--- config.mk ---
export PLATFORM = sky130hd
export DESIGN_NAME = seq_multiplier
export DESIGN_NICKNAME = d
export VERILOG_FILES = /design/src/rtl/seq_multiplier.sv
export SDC_FILE = /design/constraint.sdc
export NUM_CORES = 1
export LEC_CHECK = 0
export CAP_MARGIN = 20
export CORE_MARGIN = 2
export CORE_UTILIZATION = 30
export CTS_BUF_LIST = sky130_fd_sc_hd__clkbuf_16
export DETAILED_ROUTE_END_ITERATION = 6
export SYNTH_ARGS = -nofsm -noshare
export SYNTH_HDL_FRONTEND = slang
export SYNTH_SLANG_ARGS = --single-unit
--- constraint.sdc ---
create_clock -name clk -period 4.5 [get_ports clk]
set_clock_uncertainty 0.05 [all_clocks]
set_input_delay 0.9 -clock clk [delete_from_list [all_inputs] [get_ports clk]]
set_output_delay 0.9 -clock clk [all_outputs]
set_load 0.005 [all_outputs]
--- src/rtl/seq_multiplier.sv ---
// seq_multiplier: unsigned shift-and-add multiplier sequencing one nbit_adder over WIDTH iterations
//   clk, rst (async, active-high) | start, i1, i2 (operands sampled on accepted start)
//   out (2*WIDTH registered product), busy (iterating), done (one-cycle result-valid pulse)
module nbit_adder #(
  parameter int WIDTH = 8
) (
  input  logic [WIDTH-1:0] i1,
  input  logic [WIDTH-1:0] i2,
  output logic [WIDTH-1:0] sum,
  output logic             carry_out
);
  assign {carry_out, sum} = {1'b0, i1} + {1'b0, i2};
endmodule

module seq_multiplier #(
  parameter int WIDTH = 8
) (
  input  logic               clk,
  input  logic               rst,
  input  logic               start,
  input  logic [WIDTH-1:0]   i1,
  input  logic [WIDTH-1:0]   i2,
  output logic [2*WIDTH-1:0] out,
  output logic               busy,
  output logic               done
);
  localparam int CW = $clog2(WIDTH + 1);
  localparam int PW = 2 * WIDTH;
  localparam logic [CW-1:0] LAST = CW'(WIDTH - 1);
  typedef enum logic [1:0] {IDLE, RUN, DONE} state_t;
  state_t state;
  logic [WIDTH-1:0] a, p, q, sum;
  logic [CW-1:0] cnt;
  logic co;
  logic [PW-1:0] nxt;
  nbit_adder #(.WIDTH(WIDTH)) u_add (
    .i1(p),
    .i2(q[0] ? a : '0),
    .sum(sum),
    .carry_out(co)
  );
  // carry lands in P's MSB, sum[0] shifts into Q's MSB, Q[0] falls off
  assign nxt = PW'({co, sum, q} >> 1);
  always_ff @(posedge clk or posedge rst) begin
    if (rst) begin
      state <= IDLE;
      a <= '0;
      p <= '0;
      q <= '0;
      cnt <= '0;
      out <= '0;
      busy <= 1'b0;
      done <= 1'b0;
    end else begin
      case (state)
        IDLE: if (start) begin
          a <= i1;
          q <= i2;
          p <= '0;
          cnt <= '0;
          busy <= 1'b1;
          state <= RUN;
        end
        RUN: begin
          {p, q} <= nxt;
          cnt <= cnt + 1'b1;
          if (cnt == LAST) begin
            out <= nxt;
            busy <= 1'b0;
            done <= 1'b1;
            state <= DONE;
          end
        end
        DONE: begin
          done <= 1'b0;
          state <= IDLE;
        end
        default: state <= IDLE;
      endcase
    end
  end
endmodule

# After elaboration in Yosys (flattened, before gate mapping)
# Index checks and enable logic that the tools add are counted.
dict set report totals {
  ff_bits 48
  word_cells 39
  input_bits 19
  output_inout_bits 18
}
dict set report classes {
  muxes 15
  n_addsub 2
  n_eq_ne 5
  n_reduce_logical 9
}
# op n
set ops {}
lappend ops {{8-bit one-hot mux with 2 select lines} 2}
lappend ops {{8-bit two-way mux} 3}
lappend ops {{2-bit AND reduction} 5}
lappend ops {{8-bit by 8-bit adder with 9-bit output} 1}
lappend ops {{4-bit one-hot mux with 2 select lines} 1}
lappend ops {{4-bit by 1-bit adder with 4-bit output, second input constant} 1}
lappend ops {{4-bit by 3-bit == test with 1-bit output, second input constant} 1}
lappend ops {{2-bit two-way mux} 2}
lappend ops {{4-bit two-way mux} 1}
lappend ops {{2-bit != test, second input constant} 2}
lappend ops {{1-bit one-hot mux with 2 select lines} 2}
lappend ops {{2-bit one-hot mux with 2 select lines} 1}
lappend ops {{2-bit nonzero test} 2}
lappend ops {{1-bit two-way mux} 3}
lappend ops {{3-bit AND reduction} 1}
lappend ops {{2-bit by 1-bit == test with 1-bit output, second input constant} 1}
lappend ops {{2-bit == test, second input constant} 1}
lappend ops {{2-bit logical NOT} 1}

# Logic depth before layout (Yosys ltp)
# Gate-level depths: netlist (run 1).
dict set report depth {
  ltp_word 3
  ltp_mapped 8
  mapped_depth_nobuf 7
}

# Modules after synthesis
# From an unflattened synthesis (run 1), not the netlist that was laid out.
dict set report hier_totals {
  cells_unflattened 219
  area_unflattened_um2 2316.0
}
# mod instances area_each_um2 cells_each
set modules_own_cells {}
lappend modules_own_cells {seq_multiplier 1 1991.9 177}
lappend modules_own_cells {nbit_adder 1 324.1 42}

# Worst setup path after synthesis (run 1)
# No wires, ideal clock.
dict set report synth_timing {
  path_type {register to register}
  start {register q[0]}
  end {register out[13]}
  arrival_time_ns 1.908
  setup_slack_ns 2.408
  synth_period_minus_slack_ns 2.092
  required_ns 4.316
  stages_incl_launch_ff 8
  setup_ns 0.134
  path_cell_list {dfrtp_1 and2_1 ha_1 fa_1 a211oi_1 o21bai_1 a211oi_1 o31ai_1}
}
dict set report synth_between {
  elab_chain_len 2
}
# item line_no
set synth_rtl {}
lappend synth_rtl {{start: declaration} 32} ;# logic [WIDTH-1:0] a, p, q, sum;
lappend synth_rtl {{start signal: assignment} 58} ;# q <= i2;
lappend synth_rtl {{start signal: assignment} 65} ;# {p, q} <= nxt;
lappend synth_rtl {{8-bit two-way mux} 38} ;# .i2(q[0] ? a : '0),
lappend synth_rtl {{8-bit by 8-bit adder with 9-bit output} 12} ;# assign {carry_out, sum} = {1'b0, i1} + {1'b0, i2};
lappend synth_rtl {{end signal: assignment} 68} ;# out <= nxt;
lappend synth_rtl {{end: declaration} 23} ;# output logic [2*WIDTH-1:0] out,
# Every way passes these cells.
# A chain may end at the register's enable or synchronous reset.

# Final worst setup path (run 1)
dict set report layout_timing {
  start {register state[1]}
  end {register out[15]}
}
dict set report layout_between {
  elab_chain_len 2
}
# item line_no
set layout_rtl {}
lappend layout_rtl {{start: declaration} 31} ;# state_t state;
lappend layout_rtl {{start signal: assignment} 46} ;# state <= IDLE;
lappend layout_rtl {{start signal: assignment} 62} ;# state <= RUN;
lappend layout_rtl {{start signal: assignment} 71} ;# state <= DONE;
lappend layout_rtl {{2-bit by 1-bit == test with 1-bit output} 55} ;# case (state)
lappend layout_rtl {{2-bit AND reduction (no line)} -}
# Every way passes these cells.

==> summary.txt, run 1 <==
Clock tree
  – CTS tree: built
  – Deepest level of the CTS H-tree: 2
  – Clock sink count: 48
  – Skew-Pair Late Insertion Delay: 280 ps
  – Worst-case clock buffer depth: 2
  – Post-CTS Hold Fix Bufs: 0
  – Clock Root Buffer: clkbuf_16
  – CTS Buf Count: 5
  – Post-CTS resize count: 0
  – Clock slew seen by the registers of the worst setup and hold paths: 60 ps
  – Post-CTS repair timing setup buffer count: 0

Global route
  – Total routing resource utilization after global routing: 12.6%
  – Maximum number of pins on one net before global-route repair: 49
  – Wire length of the first global-routing pass: 8.63 mm
  – Via count of the first global-routing pass: 1,777
  – Number of antenna violations at the first check in global routing: 0
  – Final global-route overflow total: 0

Floorplan
  – Area of the core: 7330 um^2
  – Total number of placement rows: 31
  – DIE AREA: 8350 um^2
  – Chip Width: 91.4 um
  – Initial standard-cell utilization of the core: 31.3%
  – Count of boundary I/O pins: 37
  – Die Height: 91.4 um

Layout
  – Synth-to-Final Area Change: 26.4%
  – Ratio of cells with drive above 1 in the final layout: 4.95%
  – Fin cells: 382
  – Antenna cells: 0
  – Layout Utilization: 39.5%
  – Post-layout nets: 311
  – Most common cell after layout, fill and taps aside: nand2_1
  – Fill count: 739
  – Most frequent cells in the layout: 87 x nand2_1, 48 x dfrtp_1, 36 x clkdlybuf4s50_1, 16 x o21ai_0, 10 x nand3_1

Critical path
  – Critical register-to-register path startpoint: state[1]$_DFFE_PP0P_
  – Endpoint of the most critical register-to-register path: out[15]$_DFFE_PP0P_
  – Worst R2R Path Depth: 5
  – Startpoint types: flip-flop
  – Data arrival, critical path: 2770 ps
  – Setup crit end kind: flip-flop
  – Critical path peak fanout: 24
  – Kind of critical path: reg -> reg
  – Critical path data required time: 4610 ps
  – Slack of the worst reg-to-reg path: 1840 ps

Synth
  – Share of async-settable or async-resettable flops after synthesis: 100%
  – Distinct cells, synth: 35
  – Number of warnings issued by yosys: 0
  – Synth Area per Inst: 9.28 um^2
  – EDFF count, synth: 0
  – Post-synth top area share: 52.4%
  – Net count after synthesis: 276
  – Post-synthesis sequential element count: 48
  – Post-synthesis instance area: 2290 um^2
  – Largest cells by area after synthesis: dfrtp_1 52%, nand2_1 14%, ha_1 4.9%
  – Post-synthesis cell type with the largest combined area: dfrtp_1
  – Prevailing post-synth register cell: dfrtp_1
  – Sequential area share after synthesis: 52.4%
  – Cell count after synthesis: 247

STA
  – Final Hold Viols: 0
  – Unrepaired setup endpoints after global routing: false
  – Setup violation total in the final timing report: 0
  – Transition time of the tightest slew-check pin: 872 ps
  – Fin crit share: 59.1%
  – Final Max Slew Viols: 0
  – Tmin final: 2660 ps
  – Remaining max-slew budget at the tightest pin: 41.9%
  – Total Negative Setup Slacks: 0 ps
  – F_max: 376 MHz

Hold path
  – Cell depth of the worst hold path: 2
  – Path category of the worst min-delay check: reg -> reg
  – Min-Delay Startpoint: a[3]$_DFFE_PP0P_
  – Hold path endpoint: a[3]$_DFFE_PP0P_

Pwr
  – Total internal power: 1.21 mW
  – Reg power frac: 39.4%
  – Total power draw: 1.92 mW
  – Leakage power: 1.38 nW
  – Fraction of power consumed by the clock network: 18.6%
  – Combinational power share: 42.0%
  – Psw: 0.714 mW
  – Power per cell area: 664 nW/um^2
  – Worst voltage drop across the vdd grid: 180 uV
  – Switching share of total power: 37.1%

Drt
  – Vias: 1,780
  – WL met2: 2.24 mm
  – Routed wirelength normalized by instance count: 13.2 um
  – Residual antenna-violating net count after detailed routing: 0
  – Routed length on met3: 133 um
  – Total routed wire length on the met1 layer: 2.63 mm
  – First drt pass iteration count: 4
  – Max Used Layer: met4
  – Detail-routed via count per cell: 4.66
  – Drt initial violations: 121
  – Post-detailed-route DRC marker count: 0
  – Sum of routed wire length over all layers: 5.04 mm

Run
  – Max-cap viol count: 0

Placed design
  – Input/output buffers: 36
  – Half-perimeter wire length of the detailed placement result: 3.44 mm
  – Placer's final routability congestion estimate: 0.776
  – DP Cell Count: 373

Status
  – Status: complete, no violations
-- how the worst max path moves through the flow --
| stage | slack, ps | startpoint | depth (start not counted) | end |
|---|---|---|---|---|
| floorplan | 2410 | rst | 1 | a[0]$_DFFE_PP0P_ |
| global placement | 1850 | start | 5 | p[7]$_DFFE_PP0P_ |
| detailed placement | 1810 | state[1]$_DFFE_PP0P_ | 5 | out[15]$_DFFE_PP0P_ |
| CTS | 1800 | state[1]$_DFFE_PP0P_ | 5 | out[15]$_DFFE_PP0P_ |
| global route | 1540 | state[1]$_DFFE_PP0P_ | 5 | out[15]$_DFFE_PP0P_ |
| finish | 1840 | state[1]$_DFFE_PP0P_ | 5 | out[15]$_DFFE_PP0P_ |
-- synth_stat cells (2+ instances only) --
master and number:
o21a_1 3, a22oi_1 8, o31ai_1 2, buf_2 4, mux2i_1 2, and2_1 9, inv_1 3, o21ai_0 16
ha_1 9, nor2_1 7, dfrtp_1 48, or4_1 3, a21oi_1 5, nand3_1 10, a211oi_1 3, o211ai_1 3
a21o_1 2, clkbuf_1 6, nand2_1 87, xor2_1 2
-- worst max-delay path, cell delays in order (launching register included) --
cell,delay [ps]
dfrtp_1,430
nand2b_1,540
or2_1,770
inv_1,430
nand2_1,220
o21ai_0,90
-- final cells by class --
| type | count | area (um^2) | share of cell area (%) |
|---|---|---|---|
| Clock buffer | 5 | 125 | 4.32 |
| Clock inverter | 3 | 15.0 | 0.518 |
| Inverter | 3 | 11.3 | 0.389 |
| Multi-Input combinational cell | 185 | 1020 | 35.4 |
| Sequential cell | 48 | 1200 | 41.5 |
| Tap cell | 99 | 124 | 4.28 |
| Timing Repair Buffer | 39 | 395 | 13.7 |
-- flip-flops by register name, summed over array words and instances, names as in the netlist --
signal  flops
a           8
cnt         4
out        16
done        1
state       2
p           8
q           8
busy        1
-- metal layers --
metal | vias to the layer above | GRT usage [%]
met5 | - | 0
met4 | 0 | 3.41
met3 | 2 | 2.82
met2 | 32 | 19.2
met1 | 839 | 18.1
li1 | 907 | -
-- logic make-up after synthesis --
| group | synth area share (%) |
|---|---|
| AND/OR/NAND/NOR | 24.1 |
| XOR/XNOR | 1.15 |
| buffers and inverters | 2.84 |
| adder cells (fa/ha/maj) | 5.79 |
| multiplexers | 0.874 |
| flip-flops | 52.4 |
| AO/OA/AOI/OAI | 12.8 |
-- power by group through the flow --
stage / sequential, mW / clock [mW] / combinational [mW]
2_1_floorplan: 0.740 / 0 / 0.532
3_3_place_gp: 0.763 / 0 / 0.799
3_5_place_dp: 0.765 / 0 / 0.815
4_1_cts: 0.761 / 0.369 / 0.818
5_1_grt: 0.788 / 0.384 / 0.932
6_report: 0.759 / 0.358 / 0.808
-- per-stage QoR --
| stage | instance area [um^2] | setup slack [ps] | hold slack, ps |
|---|---|---|---|
| finish | 2900 | 1840 | 424 |
| global placement | 2740 | 1850 | 404 |
| detailed placement | 2740 | 1810 | 410 |
| floorplan | 2290 | 2410 | 386 |
| CTS | 2880 | 1800 | 426 |
| global route | 2900 | 1540 | 454 |
Power figures use the tool's default switching activity.
==> run 2: changes to the inputs <==
==> constraint.sdc (replaced) <==
create_clock -name clk -period 2.75 [get_ports clk]
set_clock_uncertainty 0.05 [all_clocks]
set_input_delay 0.55 -clock clk [delete_from_list [all_inputs] [get_ports clk]]
set_output_delay 0.55 -clock clk [all_outputs]
set_load 0.005 [all_outputs]
==> summary.txt, run 2 (synthesized netlist as in run 1, its figures left out) <==
Drt
  – Sum of routed wire length over all layers: 4.91 mm (-2.6%)
  – Detail-routed via count per cell: 4.59 (-1.4%)
  – First drt pass iteration count: 7 (+3)
  – Drt initial violations: 83 (-31%)
  – Routed wirelength normalized by instance count: 12.7 um (-3.6%)
  – Post-detailed-route DRC marker count: 0 (unchanged)
  – Vias: 1,773 (-0.39%)
  – Residual antenna-violating net count after detailed routing: 0 (unchanged)

Clock tree
  – Worst-case clock buffer depth: 2 (unchanged)
  – CTS tree: built
  – Clock sink count: 48 (unchanged)
  – Skew-Pair Late Insertion Delay: 280 ps (about the same)
  – Deepest level of the CTS H-tree: 2 (unchanged)
  – Clock slew seen by the registers of the worst setup and hold paths: 60 ps (about the same)
  – Post-CTS resize count: 0 (unchanged)
  – CTS Buf Count: 5 (unchanged)
  – Post-CTS Hold Fix Bufs: 0 (unchanged)
  – Clock Root Buffer: clkbuf_16
  – Post-CTS repair timing setup buffer count: 0 (unchanged)

Global route
  – Number of antenna violations at the first check in global routing: 0 (unchanged)
  – Final global-route overflow total: 0 (unchanged)
  – Via count of the first global-routing pass: 1,777 (unchanged)
  – Wire length of the first global-routing pass: 8.57 mm (-0.65%)
  – Maximum number of pins on one net before global-route repair: 20 (-59%)
  – Total routing resource utilization after global routing: 12.8% (+0.15 points)

Floorplan
  – Initial standard-cell utilization of the core: 31.3% (unchanged)
  – Chip Width: 91.4 um (unchanged)
  – Area of the core: 7330 um^2 (unchanged)
  – Die Height: 91.4 um (unchanged)
  – DIE AREA: 8350 um^2 (unchanged)
  – Total number of placement rows: 31 (unchanged)
  – Count of boundary I/O pins: 37 (unchanged)

STA
  – Total Negative Setup Slacks: 0 ps (unchanged)
  – Final Max Slew Viols: 0 (unchanged)
  – Final Hold Viols: 0 (unchanged)
  – Setup violation total in the final timing report: 0 (unchanged)
  – Unrepaired setup endpoints after global routing: false
  – Tmin final: 2300 ps (-363 ps)
  – Final WS setup: 452 ps (-1390 ps)
  – F_max: 435 MHz (+16%)
  – Transition time of the tightest slew-check pin: 692 ps (-180 ps)
  – Remaining max-slew budget at the tightest pin: 53.7% (+12 points)
  – Fin crit share: 83.6% (+24 points)

Layout
  – Reg area: 1200 um^2 (unchanged)
  – Most common cell after layout, fill and taps aside: nand2_1
  – Fill count: 721 (-2.4%)
  – Post-layout nets: 316 (+1.6%)
  – Synth-to-Final Area Change: 27.4%
  – Combined area of the multi-input logic cells: 1020 um^2 (unchanged)
  – Register with the most flip-flops: out
  – Antenna cells: 0 (unchanged)
  – Most frequent cells in the layout: 87 x nand2_1, 48 x dfrtp_1, 36 x clkdlybuf4s50_1, 16 x o21ai_0, 10 x nand3_1
  – Ratio of cells with drive above 1 in the final layout: 6.97% (+2.0 points)
  – Flip-flop count of the largest register, all copies and words added: 16 (unchanged)

Critical path
  – Cell-by-cell trace of the critical path: and2_1 -> ha_1 -> fa_1 -> a211oi_1 -> o21bai_1 -> a211oi_1 -> o31ai_1
  – Critical path data required time: 2860 ps (-1750 ps)
  – Kind of critical path: reg -> reg
  – Critical path's slowest cell: dfrtp_1
  – Startpoint types: flip-flop
  – Setup crit end kind: flip-flop
  – Most repeated library cell on the critical path: a211oi_1
  – Critical path peak fanout: 9 (-63%)
  – Slowest cell delay on critical path: 440 ps (-330 ps)
  – Slack of the worst reg-to-reg path: 450 ps (-1390 ps)
  – Data arrival, critical path: 2410 ps (-360 ps)

Status
  – Status: complete, no violations

Pwr
  – Worst voltage drop across the vdd grid: 382 uV (+110%)
  – Power per cell area: 1090 nW/um^2 (+64%)
  – Leakage power: 1.40 nW (+1.1%)

Hold path
  – Path category of the worst min-delay check: reg -> reg

Placed design
  – Placer's final routability congestion estimate: 0.845 (+8.9%)
  – DP Worst Slack: 471 ps (-1340 ps)
  – Half-perimeter wire length of the detailed placement result: 3.58 mm (+4.1%)
  – Input/output buffers: 36 (unchanged)

Run
  – Max-cap viol count: 0 (unchanged)
## run 2: changes by cell type in the layout (fill, tap and decap cells not counted), sizes merged
cell	change
inv	-1
buf	+5
## run 2: power breakdown
group          switching (mW)  internal (mW)
clock network           0.257          0.330
logic                   0.711          0.643
registers               0.204           1.03
## run 2: layer usage
metal	share of wire [%]	up-vias	GRT usage [%]
li1	-	913	-
met1	50	820	17.8
met2	44	32	19.2
met3	3.7	8	3.24
met4	1.7	0	4.55
met5	0	-	0
## run 2: worst max-delay path: cells and delay by family, from the launching register on
kind	cells	cell delay (ps)
DFF	1	440
AOI/OAI and AO/OA	4	870
and+or+nand+nor	1	160
adders and majority gates	2	640
## run 2: final cells by class
cell class	instances	area share, %
repair buffers	44	14.4
multi-input cells	185	35.1
clock buffers	5	4.29
clock inverters	2	0.429
flip-flops and latches	48	41.1
well taps	99	4.24
inverters	3	0.386
## run 2: per-stage QoR
stage / hold slack, ps / total power, mW / util, % / std cells / instance area, um^2
2_1_floorplan: 386 / 2.08 / - / 247 / 2290
3_3_place_gp: 404 / 2.58 / 37.9 / 379 / 2780
3_5_place_dp: 408 / 2.61 / 37.9 / 379 / 2780
4_1_cts: 421 / 3.21 / 39.8 / 386 / 2920
5_1_grt: 436 / 3.46 / 39.8 / 386 / 2920
6_report: 416 / 3.17 / 39.8 / 386 / 2920
## run 2: worst paths after layout
path | to | startpoint | depth (start not counted)
worst max-delay path | p[5]$_DFFE_PP0P_ | q[0]$_DFFE_PP0P_ | 7
worst min-delay path | a[3]$_DFFE_PP0P_ | a[3]$_DFFE_PP0P_ | 2
worst max register to register | p[5]$_DFFE_PP0P_ | q[0]$_DFFE_PP0P_ | 7
worst min register to register | a[3]$_DFFE_PP0P_ | a[3]$_DFFE_PP0P_ | 2
max in group asynchronous | cnt[0]$_DFFE_PP0P_ | rst | 3
min in group asynchronous | out[4]$_DFFE_PP0P_ | rst | 2
